`src/rtl/gng_mask_pkg.sv`:
```
// gng_mask_pkg
//   Shared definitions for the GNG segment-mask datapath.
//   - Default geometry of the segment/window (SEG_W_DEF, POS_W_DEF, WIN_LEN_DEF).
//   - calc_overlap(): how many high-order segment bits fall past the end of
//     the window. Also used by the window-position tracker, so it is kept
//     generic (plain integer arguments) rather than tied to one port width.
package gng_mask_pkg;

  localparam int SEG_W_DEF   = 15;
  localparam int POS_W_DEF   = 7;
  localparam int WIN_LEN_DEF = 61;

  // Segment bit k sits at window index pos+k and survives while that index is
  // below win_len. The overlap is the number of top bits past the end,
  // clamped to the segment width so far-out positions cannot over-count.
  function automatic int calc_overlap(input int pos, input int seg_w, input int win_len);
    int sum;
    sum = pos + seg_w;
    if (sum > win_len) begin
      return ((sum - win_len) < seg_w) ? (sum - win_len) : seg_w;
    end
    return 0;
  endfunction

endpackage

```
`src/rtl/seg_bitrev.sv`:
```
// seg_bitrev
//   Purely combinational bit reverser: dout[i] = din[W-1-i].
// Ports
//   din   in   W   input vector
//   dout  out  W   bit-reversed vector
module seg_bitrev #(
  parameter int W = 15
) (
  input  logic [W-1:0] din,
  output logic [W-1:0] dout
);

  for (genvar i = 0; i < W; i++) begin : g_rev
    assign dout[i] = din[W-1-i];
  end

endmodule

```
`src/rtl/seg_mask_pipe.sv`:
```
// seg_mask_pipe
//   Two-stage pipelined segment-mask unit. Clears the segment bits whose
//   window index (pos_in + k) lands at or past WIN_LEN, optionally bit-reverses
//   the masked segment, and reports how many bits survived.
// Ports
//   clk        in   1       rising-edge clock
//   rst_n      in   1       synchronous reset, active low
//   in_valid   in   1       input transaction valid
//   in_ready   out  1       unit can accept input this cycle
//   seg_in     in   SEG_W   segment data
//   pos_in     in   POS_W   window position of segment bit 0
//   rev_en     in   1       1: bit-reverse masked segment
//   out_valid  out  1       output transaction valid
//   out_ready  in   1       downstream accepts output
//   seg_out    out  SEG_W   masked (optionally reversed) segment
//   kept_out   out  KEEP_W  number of unmasked bits
//   busy       out  1       any pipeline stage holds a transaction
//
// Handshake: a transfer happens on a rising edge where valid && ready are both
// high. A producer holding valid keeps its data stable until the transfer;
// seg_out/kept_out stay stable while out_valid && !out_ready and keep their
// last value after the transfer. Ready flows backwards combinationally from
// the registered stage valids, so a full pipe can accept and emit in the same
// cycle.
module seg_mask_pipe
  import gng_mask_pkg::*;
#(
  parameter int SEG_W   = SEG_W_DEF,
  parameter int POS_W   = POS_W_DEF,
  parameter int WIN_LEN = WIN_LEN_DEF,
  parameter int KEEP_W  = $clog2(SEG_W + 1)
) (
  input  logic              clk,
  input  logic              rst_n,
  input  logic              in_valid,
  output logic              in_ready,
  input  logic [SEG_W-1:0]  seg_in,
  input  logic [POS_W-1:0]  pos_in,
  input  logic              rev_en,
  output logic              out_valid,
  input  logic              out_ready,
  output logic [SEG_W-1:0]  seg_out,
  output logic [KEEP_W-1:0] kept_out,
  output logic              busy
);

  // Stage 1 registers
  logic              v1;
  logic [SEG_W-1:0]  masked_q;
  logic [KEEP_W-1:0] kept_q;
  logic              rev_q;

  // Stage 2 valid (data lives directly in seg_out / kept_out)
  logic              v2;

  logic r1;
  logic r2;

  assign r2        = !v2 || out_ready;
  assign r1        = !v1 || r2;
  // While reset is held the unit is about to be emptied, so it advertises
  // ready regardless of what the stale valids say.
  assign in_ready  = !rst_n || r1;
  assign out_valid = v2;
  assign busy      = v1 || v2;

  // Stage 1 combinational mask
  int                ov_i;
  logic [KEEP_W-1:0] ov;
  logic [SEG_W-1:0]  keep_mask;
  logic [SEG_W-1:0]  masked_d;
  logic [KEEP_W-1:0] kept_d;

  always_comb begin
    ov_i      = calc_overlap(int'(pos_in), SEG_W, WIN_LEN);
    ov        = KEEP_W'(ov_i);
    // All-ones shifted right by ov leaves exactly the low SEG_W-ov bits set,
    // i.e. the top ov bits are the ones past the window end.
    keep_mask = {SEG_W{1'b1}} >> ov;
    masked_d  = seg_in & keep_mask;
    kept_d    = KEEP_W'(SEG_W) - ov;
  end

  // Stage 2 combinational reverse
  logic [SEG_W-1:0] rev_d;

  seg_bitrev #(.W(SEG_W)) u_bitrev (
    .din  (masked_q),
    .dout (rev_d)
  );

  always_ff @(posedge clk) begin
    if (!rst_n) begin
      v1       <= 1'b0;
      v2       <= 1'b0;
      masked_q <= '0;
      kept_q   <= '0;
      rev_q    <= 1'b0;
      seg_out  <= '0;
      kept_out <= '0;
    end else begin
      if (r2) begin
        v2 <= v1;
        if (v1) begin
          seg_out  <= rev_q ? rev_d : masked_q;
          kept_out <= kept_q;
        end
      end
      if (r1) begin
        v1 <= in_valid;
        if (in_valid) begin
          masked_q <= masked_d;
          kept_q   <= kept_d;
          rev_q    <= rev_en;
        end
      end
    end
  end

endmodule
```
`config.mk`:
```
export PLATFORM = sky130hd
export DESIGN_NAME = seg_mask_pipe
export DESIGN_NICKNAME = d
export VERILOG_FILES = /design/src/rtl/gng_mask_pkg.sv /design/src/rtl/seg_bitrev.sv /design/src/rtl/seg_mask_pipe.sv
export SDC_FILE = /design/constraint.sdc
export NUM_CORES = 1
export LEC_CHECK = 0
export CAP_MARGIN = 20
export CORE_ASPECT_RATIO = 0.75
export CORE_MARGIN = 10
export CORE_UTILIZATION = 55
export CTS_BUF_LIST = sky130_fd_sc_hd__clkbuf_8
export DETAILED_ROUTE_END_ITERATION = 10
export PLACE_DENSITY_LB_ADDON = 0.1
export SYNTH_ARGS = -nofsm -noshare
export SYNTH_HDL_FRONTEND = slang
export SYNTH_SLANG_ARGS = --single-unit
```
`constraint.sdc`:
```
create_clock -name clk -period 5.7 [get_ports clk]
set_input_delay 0.855 -clock clk [delete_from_list [all_inputs] [get_ports clk]]
set_output_delay 0.855 -clock clk [all_outputs]
set_load 0.005 [all_outputs]
```
## Word-level counts from Yosys, hierarchy flattened

Index checks and enable logic that the tools add are counted.

- Add/sub/neg operators: 3
- $lt $le $gt $ge: 2
- Shift-type cells: 1
- Multiplexer cells: 5
- Bitwise operators: 1
- Reduce and logical (&&, ||, !) cells: 9

Operators with widths:

| cell | number |
|---|---|
| $and 15x15->15 | 1 |
| $mux 15 | 1 |
| $shr 15x4->15 const A | 1 |
| $mux 4 | 3 |
| $lt 9x5->1 const B | 1 |
| $sub 8x6->9 const B | 1 |
| $add 7x4->8 const B | 1 |
| $gt 8x6->1 const B | 1 |
| $logic_or 1x1->1 | 4 |
| $reduce_and 2->1 | 2 |
| $sub 4x4->4 const A | 1 |
| $logic_not 1->1 | 3 |
| $mux 1 | 1 |

- Register bits after elaboration: 41
- Input port bits: 27

## Longest topological paths before layout

- Word-level depth: 8
- Gate-level depth with buffers: 11
- Gate-level depth less buffers: 9

## By module

A second synthesis with hierarchy kept.

- Cells, all modules: 286
- Area, all modules: 2366.0 µm²

Modules (own cells, without submodules):

| module | times used | cells an instance | area each (µm²) | sequential area each (µm²) |
|---|---|---|---|---|
| seg_mask_pipe | 1 | 271 | 2253.4 | 820.8 |
| seg_bitrev | 1 | 15 | 112.6 | 0.0 |

## Worst setup path after synthesis

Ideal clock, no wire load.

- Path type: input to register
- Start: input port pos_in[0]
- End: register kept_q[2]
- Arrival: 2.720 ns
- Slack: 2.850 ns
- Cell stages on the path: 11
- Cell sequence: buf_6 > inv_1 > ha_1 > or3b_1 > or4_1 > o211ai_1 > nand3b_2 > o211ai_2 > buf_6 > a21oi_1 > a21oi_1

- Cells in the longest elaborated chain, start to end: 7
- Elaborated cells on any way between the ends: 9

RTL lines:

| element | RTL line | RTL |
|---|---|---|
| from (decl) | seg_mask_pipe.sv:38 | `input logic [POS_W-1:0] pos_in,` |
| $add 7x4->8 (*) | gng_mask_pkg.sv:18 | `sum = pos + seg_w;` |
| $sub 8x6->9 | gng_mask_pkg.sv:20 | `return ((sum - win_len) < seg_w) ? (sum - win_len) : seg_w;` |
| $lt 9x5->1 | gng_mask_pkg.sv:20 |  |
| $mux 4 | gng_mask_pkg.sv:20 |  |
| $mux 4 | gng_mask_pkg.sv:19 | `if (sum > win_len) begin` |
| $mux 4 (*) | gng_mask_pkg.sv:22 | `return 0;` |
| $sub 4x4->4 (*) | seg_mask_pipe.sv:81 | `kept_d = KEEP_W'(SEG_W) - ov;` |
| to (signal assigned) | seg_mask_pipe.sv:113 | `kept_q <= kept_d;` |
| to (decl) | seg_mask_pipe.sv:50 | `logic [KEEP_W-1:0] kept_q;` |

Every way passes the cells marked *; elsewhere a longest branch is shown, timed or not.
A chain may end at the register's enable or synchronous reset.

## Final worst setup path

- Start: input port pos_in[0]
- End: register masked_q[6]

- Cells in the longest elaborated chain, start to end: 8
- Elaborated cells on any way between the ends: 10

RTL lines:

| element | RTL line | RTL |
|---|---|---|
| $add 7x4->8 (*) | gng_mask_pkg.sv:18 |  |
| $sub 8x6->9 | gng_mask_pkg.sv:20 |  |
| $lt 9x5->1 | gng_mask_pkg.sv:20 |  |
| $mux 4 | gng_mask_pkg.sv:20 |  |
| $mux 4 | gng_mask_pkg.sv:19 |  |
| $mux 4 (*) | gng_mask_pkg.sv:22 |  |
| $shr 15x4->15 (*) | seg_mask_pipe.sv:79 | `keep_mask = {SEG_W{1'b1}} >> ov;` |
| $and 15x15->15 (*) | seg_mask_pipe.sv:80 | `masked_d = seg_in & keep_mask;` |
| to (signal assigned) | seg_mask_pipe.sv:112 | `masked_q <= masked_d;` |
| to (decl) | seg_mask_pipe.sv:49 | `logic [SEG_W-1:0] masked_q;` |

Marks and branches as above.

==> impl_metrics.tcl <==
set metrics [dict create \
    rsz0062_at_grt "false" \
    critical-path-top-delay-family "compound AO/OA/AOI/OAI gates" \
    critPathMaxStageDelay_ns 0.74 \
    tightest_slew_ns 0.871 \
    status "complete, no violations" \
    setup_viol 0 \
    irDropWorstVdd_mv 0.131 \
    syn2layout_area_growth_pct 25.4 \
    crit_slowest_cell "clkdlybuf4s50_1" \
    wl_per_cell_um 14.6 \
    grt_max_degree 34 \
    synth_warnings 0 \
    design_area_mm2 0.00284 \
    antenna_found_initial 0 \
    io_pins 49 \
    finClkSkew_ns 0.00564 \
    insertion_delay_ns 0.29 \
    leakagePower_nw 1.02 \
    grt_pass1_vias 1887 \
    hold_viol 0 \
    slew_violations 0 \
    synth_cell_type_count 53 \
    htreeDepth 2 \
    placed_area_mm2 0.00275 \
    clk_pin_slew_ns 0.08 \
    synth.cell_area_mm2 0.00227 \
    synth_edf_count 0 \
    power_density_mw_per_mm2 233 \
    drtIter0Drc 98 \
    path_cells "clkdlybuf4s50_1, inv_1, ha_1, nor3b_4, nor2_1, mux2i_1, o31a_1, a2bb2oi_1, a21oi_2, o31ai_2" \
    cts_hold_buf 0 \
    drt-pass1-iter-count 4 \
    clockRootBuffer "clkbuf_8" \
    cp-startpoint "pos_in[0]" \
    cts_buffer_depth 2 \
    tns_ns 0 \
    start_util_pct 56.6 \
    grt_use_total_pct 15.1 \
    final_common_cell "clkdlybuf4s50_1" \
    crit_fanout 13 \
    wl_mm 5.30 \
    async_flop_share_pct 0 \
    total_power_uw 663 \
    layout_common_cells "clkdlybuf4s50_1, dfxtp_1, nand2_1" \
    synth_flop_cell "dfxtp_1" \
    synth_nets 302 \
    rr_worst_depth 6 \
    syn_area_per_cell_um2 8.43 \
    post_cts_buffers 0 \
    numPortBuffers 48 \
    min_path_cells 2 \
    die_y_um 75.6 \
    seq_area_frac_synth_pct 36.2 \
    numCtsBuffers 5 \
    max_slew_margin_pct 41.7 \
    dp_hpwl_mm 4.05 \
    die_width_um 94.1 \
    path_buf_inv 2 \
    maxCapViolations 0 \
    critPathKind "in2reg" \
    final_core_util_pct 71.0 \
    dieArea_mm2 0.00712 \
    vias 1999 \
    synth-seq-cells 41 \
    gp_congestion 0.881 \
    cts_tree "yes" \
    finalCritPeriodShare_pct 66.3 \
    multiInputGateArea_mm2 0.00135 \
    hold_path.class "reg2reg" \
    fmax_mhz 265 \
    core_area_mm2 0.00400 \
    seq_area_um2 821 \
    drc 0 \
    post-route-min-period_ns 3.78 \
    viasPerCell 5.49 \
    ctsResizeCount 0 \
    syn_inst 269 \
    start_kind "input pin" \
    cp_data_arrival_time_ns 3.99 \
    grt_pass1_wl_mm 8.67 \
    required_ns 5.91 \
    drive_gt1_share_pct 8.09 \
    fill_cells 340 \
    worstSetupPathDepth 10 \
    antenna_cells 0 \
    hp-start "masked_q[8]" \
    final_nets 342 \
    grt_overflow_total 0 \
    rr_startpoint "out_valid" \
    core.rowCount 20 \
    end_kind "register" \
    cts.sinks 41 \
    ant_nets 0 \
]
tightest hold or removal path, delay by kind of cell (launching register included):
family,cells,cell delay (ns)
compound gates,1,0.05
flops,1,0.32
simple gates,1,0.05
path summary, 6_finish.rpt:
| kind | slack (ns) | to |
|---|---|---|
| worst max-delay path | 1.92 | masked_q[6] |
| worst min-delay path | 0.46 | masked_q[8] |
| worst max register to register | 3.59 | masked_q[4] |
| worst min register to register | 0.46 | masked_q[8] |
power breakdown:
part,total (mW),internal [mW],switching (mW)
registers,0.317,0.304,0.0127
logic,0.155,0.0738,0.0809
clock network,0.191,0.0957,0.0957
total,0.663,0.474,0.189
through the flow:
stage               instances  hold WS (ns)  worst slack [ns]
floorplan                 269         0.427              2.85
global placement          357         0.446              1.78
detailed placement        357         0.455              1.65
CTS                       364         0.466              1.96
finish                    364         0.464              1.92
global route              364         0.503              1.75
state kept, by name, indices dropped and copies added, names as in the netlist:
name       count
seg_out       15
masked_q      15
out_valid      1
kept_out       4
v1             1
kept_q         4
rev_q          1
layer usage:
layer / global-route usage (%) / part of all wire (%) / vias up
met5: 0 / 0 / -
li1: - / - / 1044
met4: 4.71 / 0.87 / 0
met1: 19.5 / 48 / 901
met3: 4.33 / 7.3 / 4
met2: 23.8 / 44 / 50
cells in the mapped netlist (all sizes together), types with 2 or more instances:
cell type	count	area share, %
a211oi	14	4.6
a21oi	18	4.3
a2bb2oi	2	0.77
a32oi	4	1.5
and2	2	0.55
and3	2	0.55
and3b	2	0.77
buf	5	1.6
clkbuf	12	2.0
dfxtp	41	36
ha	6	3.3
inv	6	0.99
mux2i	21	9.3
nand2	39	6.6
nand2b	2	0.55
nand3	5	1.1
nand3b	3	1.2
nor2	31	5.1
nor2b	3	0.83
nor3	2	0.44
o2111ai	2	0.77
o211ai	4	1.5
o21ai	16	3.5
o31ai	2	1.1
or2	2	0.55
xnor2	5	2.3
kinds of logic after synthesis:
group                      count (synthesis)  share of synthesized area, %
buffers and inverters                     23                          4.58
DFF                                       41                          36.2
xor gates and xnor gates                   5                          2.26
muxes                                     21                          9.27
AOI/OAI and AO/OA                         73                          23.2
and+or+nand+nor                          100                          21.1
adders and majority gates                  6                          3.31
layout make-up:
type	count	area share, %
repair buffers	50	17.4
flip-flops and latches	41	28.9
clock buffers	6	2.90
well taps	55	2.42
inverters	6	0.792
multi-input cells	205	47.3
clock inverters	1	0.264
No activity file was read; power rests on OpenSTA's default activity.
==> patch 1: new RTL, same settings <==
Register the output `seg_out` once more; this adds one clock of latency there. The other outputs are not delayed to match.
--- a/src/rtl/seg_mask_pipe.sv
+++ b/src/rtl/seg_mask_pipe.sv
@@ -45,2 +45,4 @@
 );
+
+  logic [SEG_W-1:0] seg_s0;
 
@@ -98,3 +100,3 @@
       rev_q    <= 1'b0;
-      seg_out  <= '0;
+      seg_s0   <= '0;
       kept_out <= '0;
@@ -104,3 +106,3 @@
         if (v1) begin
-          seg_out  <= rev_q ? rev_d : masked_q;
+          seg_s0   <= rev_q ? rev_d : masked_q;
           kept_out <= kept_q;
@@ -119,2 +121,6 @@
 
+  always_ff @(posedge clk) begin
+    seg_out <= seg_s0;
+  end
+
 endmodule
Formal check against the unedited RTL: not equivalent (a bounded check fails within 4 cycles, from zero or initial values and one cycle with rst_n low).
==> patch 1 against the unedited design <==
Sequential power grew 36%. Via count increased by 5.9%. Cell area rose by 12%. Worst setup slack better by 58 ps. Cell count grew 2.7%. Sequential cell count rose by 15. Wire length grew 14%. Non-clock buffer count unchanged. Area after synthesis rose by 14%. Power up 29%. Critical endpoint is now masked_q[11]$_SDFFE_PN0P_. Worst hold slack worse by 110 ps.
==> patch 1: results (changes against the unedited design) <==
[power_and_ir_drop]
p_leak_nw=1.21  ; +18%
switching_power_w=0.000218  ; +15%
peakVddDrop_mv=0.176  ; +34%

[yosys]
syn_nets=311  ; +3.0%
synth_xor_area_share_pct=1.99  ; -0.27 points
syn_inst=278  ; +3.3%
synth-compound-area-share_pct=21.7  ; -1.5 points
ys_seq_area_share_pct=43.5  ; +7.3 points
muxShareOfSynthArea_pct=7.81  ; -1.5 points
netlist_top_cells_count=56 x dfxtp_1, 27 x nor2_1, 19 x mux2i_1, 19 x nand2_1, 16 x clkbuf_1
synth_adder_area_share_pct=2.91  ; -0.40 points
yosys-top-cells-area=dfxtp_1 43%, mux2i_1 7.4%, nor2_1 3.9%

[global_route]
met1_usage_pct=19.2  ; -0.23 points
gr-usage-met3_pct=5.36  ; +1.0 points
grt_pass1_vias=1952  ; +3.4%

[detailed_routing]
drtIter0Drc=179  ; +83%
routed_wl_um=6040  ; +14%
wire_per_inst_um=16.1  ; +11%
wl_met1_um=2860  ; +13%
post_drt_via_cell_ratio=5.66  ; +3.0%
wl_met2_um=2680  ; +15%

[timing]
fin_skew_ps=4.09  ; -1.55 ps
hold_ws_ps=355  ; -109 ps
max_freq_mhz=269  ; +1.6%
tightest_slew_ps=1010  ; +140 ps

[placement]
place_ws_ps=1700  ; +50.2 ps
dp.final_hpwl_um=4500  ; +11%
dp.cells=366  ; +2.5%
place_area_mm2=0.00306  ; +11%
gp_congestion=0.891  ; +1.1%

[min_path]
hold_end=seg_out[3]$_DFF_P_
holdCritStartpoint=seg_s0[3]$_SDFFE_PN0P_
holdPathStages=0  ; -2

[cells_and_area]
fin_nets=349  ; +2.0%
reg_top3=masked_q x15, seg_out x15, seg_s0 x15
nFillCells=356  ; +4.7%

[worst_setup_path]
r2r_cells=5  ; -1
worstReg2RegEnd=masked_q[11]$_SDFFE_PN0P_
slowest_delay_ps=710  ; -30 ps
cp.arrival_ps=3940  ; -50 ps
crit_path_max_fanout=10  ; -3
r2r_slack_ps=3800  ; +210 ps

[outcome]
status=finished clean

==> patch 1: cell count changes after synthesis, sizes merged, moves of 4 or more <==
cell / unedited run / this run
a21oi: 18 / 13
clkbuf: 12 / 16
dfxtp: 41 / 56
nand2: 39 / 19
nand2b: 2 / 7
nand3: 5 / 11
nor2: 31 / 27
nor2b: 3 / 9
==> patch 1: cell type report <==
type	count	area (µm²)	share of cell area [%]
Clock buffer	6	82.6	2.59
Clock inverter	2	38.8	1.22
Inverter	7	26.3	0.825
Multi-Input combinational cell	196	1350	42.3
Sequential cell	56	1120	35.2
Tap cell	57	71.3	2.24
Timing Repair Buffer	50	495	15.6
==> patch 1: power by group through the flow <==
stage / registers, W / clock network, W / logic, W
6_report: 0.000432 / 0.000269 / 0.000154
5_1_grt: 0.000436 / 0.000290 / 0.000169
4_1_cts: 0.000432 / 0.000271 / 0.000154
3_5_place_dp: 0.000441 / 0 / 0.000153
3_3_place_gp: 0.000440 / 0 / 0.000153
2_1_floorplan: 0.000437 / 0 / 0.0000982
==> patch 2: new RTL, same settings <==
Without the edit above. Set the package constant `SEG_W_DEF` to 30 (it was 15).
--- a/src/rtl/gng_mask_pkg.sv
+++ b/src/rtl/gng_mask_pkg.sv
@@ -8,3 +8,3 @@
 
-  localparam int SEG_W_DEF   = 15;
+  localparam int SEG_W_DEF   = 30;
   localparam int POS_W_DEF   = 7;
Ports: changed (resized kept_out, seg_in and seg_out); port bits go from 49 to 80. No check against the original RTL was run, so the function may have changed too.
==> patch 2 against the unedited design <==
Cell area rose by 71%. Power grew 97%. Register-to-register slack got worse by 360 ps. Area after synthesis up 69%. Global-route usage is 4.8 points higher. Sequential cell count increased by 32. Worst setup slack lost 650 ps. Combinational power increased by 85%. Wire length up 100%. Critical endpoint is now masked_q[3]$_SDFFE_PN0P_. Highest routed layer unchanged.
==> patch 2: results (changes against the unedited design) <==
[outcome]
status=finished clean

[detailed_routing]
drtIter0Drc=204  ; +110%
routed_wl_um=10600  ; +100%
dr.pass1.iters=5  ; +1
post_drt_via_cell_ratio=5.95  ; +8.3%

[yosys]
yosys-top-cells-area=dfxtp_1 38%, o211a_1 8.4%, nand2_1 8.3%
syn_inst=430  ; +60%
syn_nets=480  ; +59%
synth_ff_type=dfxtp_1
ys_seq_area_share_pct=38.2  ; +2.0 points
synth_cell_types=57  ; +7.5%
netlist_top_cells_count=85 x nand2_1, 73 x dfxtp_1, 32 x o211a_1

[cells_and_area]
drive_gt1_share_pct=7.03  ; -1.1 points
fin_nets=543  ; +59%
nFillCells=525  ; +54%
final_cells=582  ; +60%
reg_top3=masked_q x30, seg_out x30
final_common_cell=nand2_1

[power_and_ir_drop]
p_leak_nw=2.11  ; +110%
peakVddDrop_mv=0.171  ; +31%

[placement]
dp.final_hpwl_um=7660  ; +89%
gp_congestion=0.913  ; +3.6%
port_buffers=79  ; +65%
dp.cells=566  ; +59%

[min_path]
holdPathStages=2  ; unchanged
hp-class=flop to flop

[global_route]
grt_pass1_wl_um=17400  ; +100%
grt_pass1_vias=3402  ; +80%
antenna_found_initial=0  ; unchanged
grtUsageTotal_pct=19.9  ; +4.8 points
grt_max_degree=68  ; +100%

[timing]
tightest_slew_ps=895  ; +24.0 ps
fin_skew_ps=7.07  ; +1.43 ps

[clock_tree]
htree_levels=3  ; +1
clock_latency_ps=350  ; +60 ps
cts_buffers=9  ; +4

[worst_setup_path]
crit_path_max_fanout=9  ; -4
cp.arrival_ps=4670  ; +680 ps

patch 2: cell types whose count changed in the layout (fill, tap and decap cells not counted), moves of 14 or more:
cell,delta
dfxtp_1,+32
a21boi_0,+19
nor2_1,-24
a211oi_1,-14
o211a_1,+31
nand2_1,+47
clkdlybuf4s50_1,+30
patch 2: critical path: stages:
cell and delay, ps:
clkdlybuf4s50_1 540, inv_1 110, ha_1 330, or3b_2 520
xnor2_1 150, or3_1 410, a32oi_4 390, or2_2 260
nand3_1 130, inv_1 100, ha_1 190, inv_1 80
ha_1 230, o311a_1 360
patch 2: kinds of logic (layout without fill, tap and decap cells):
family                     after synthesis  in the layout  synth area share, %
AOI/OAI and AO/OA                      115            115                 25.6
xor gates and xnor gates                11             11                 2.52
adders and majority gates                8              8                 2.62
buffers and inverters                   43            111                 4.42
DFF                                     73             73                 38.2
muxes                                   30             30                 7.86
and+or+nand+nor                        150            150                 18.8
patch 2: final cells by class:
cell class                      count  area (µm²)  area share (%)
Sequential cell                    73        1460            30.1
Clock buffer                        9         124            2.55
Tap cell                           84         105            2.16
Multi-Input combinational cell    314        2200            45.3
Timing Repair Buffer               85         831            17.1
Inverter                           10        37.5           0.773
Clock inverter                      7         100            2.06
patch 2: per-layer routing:
metal | GRT usage [%] | vias to the layer above | wire [µm]
met1 | 25.4 | 1647 | 4670
met5 | 0 | - | 0
met3 | 6.77 | 12 | 860
met2 | 30.9 | 127 | 4950
met4 | 6.03 | 0 | 146
li1 | - | 1674 | -
patch 2: power breakdown:
group	total (W)	internal, W	switching, W
clock	0.000456	0.000251	0.000205
sequential	0.000566	0.000544	0.0000223
combinational	0.000286	0.000134	0.000153
patch 2: final timing paths:
| kind | endpoint | slack, ps | startpoint |
|---|---|---|---|
| max reg2reg | masked_q[7]$_SDFFE_PN0P_ | 3230 | out_valid$_SDFFE_PN0P_ |
| max | masked_q[3]$_SDFFE_PN0P_ | 1270 | pos_in[1] |
| min reg2reg | kept_out[0]$_SDFFE_PN0P_ | 470 | kept_out[0]$_SDFFE_PN0P_ |
| min | kept_out[0]$_SDFFE_PN0P_ | 470 | kept_out[0]$_SDFFE_PN0P_ |
patch 2: per-stage QoR:
| stage | worst slack (ps) | total power (W) | area (µm²) |
|---|---|---|---|
| finish | 1270 | 0.00131 | 4860 |
| global route | 1090 | 0.00137 | 4860 |
| CTS | 1330 | 0.00131 | 4860 |
| detailed placement | 958 | 0.000861 | 4630 |
| global placement | 1120 | 0.000855 | 4630 |
| floorplan | 1810 | 0.000745 | 3820 |
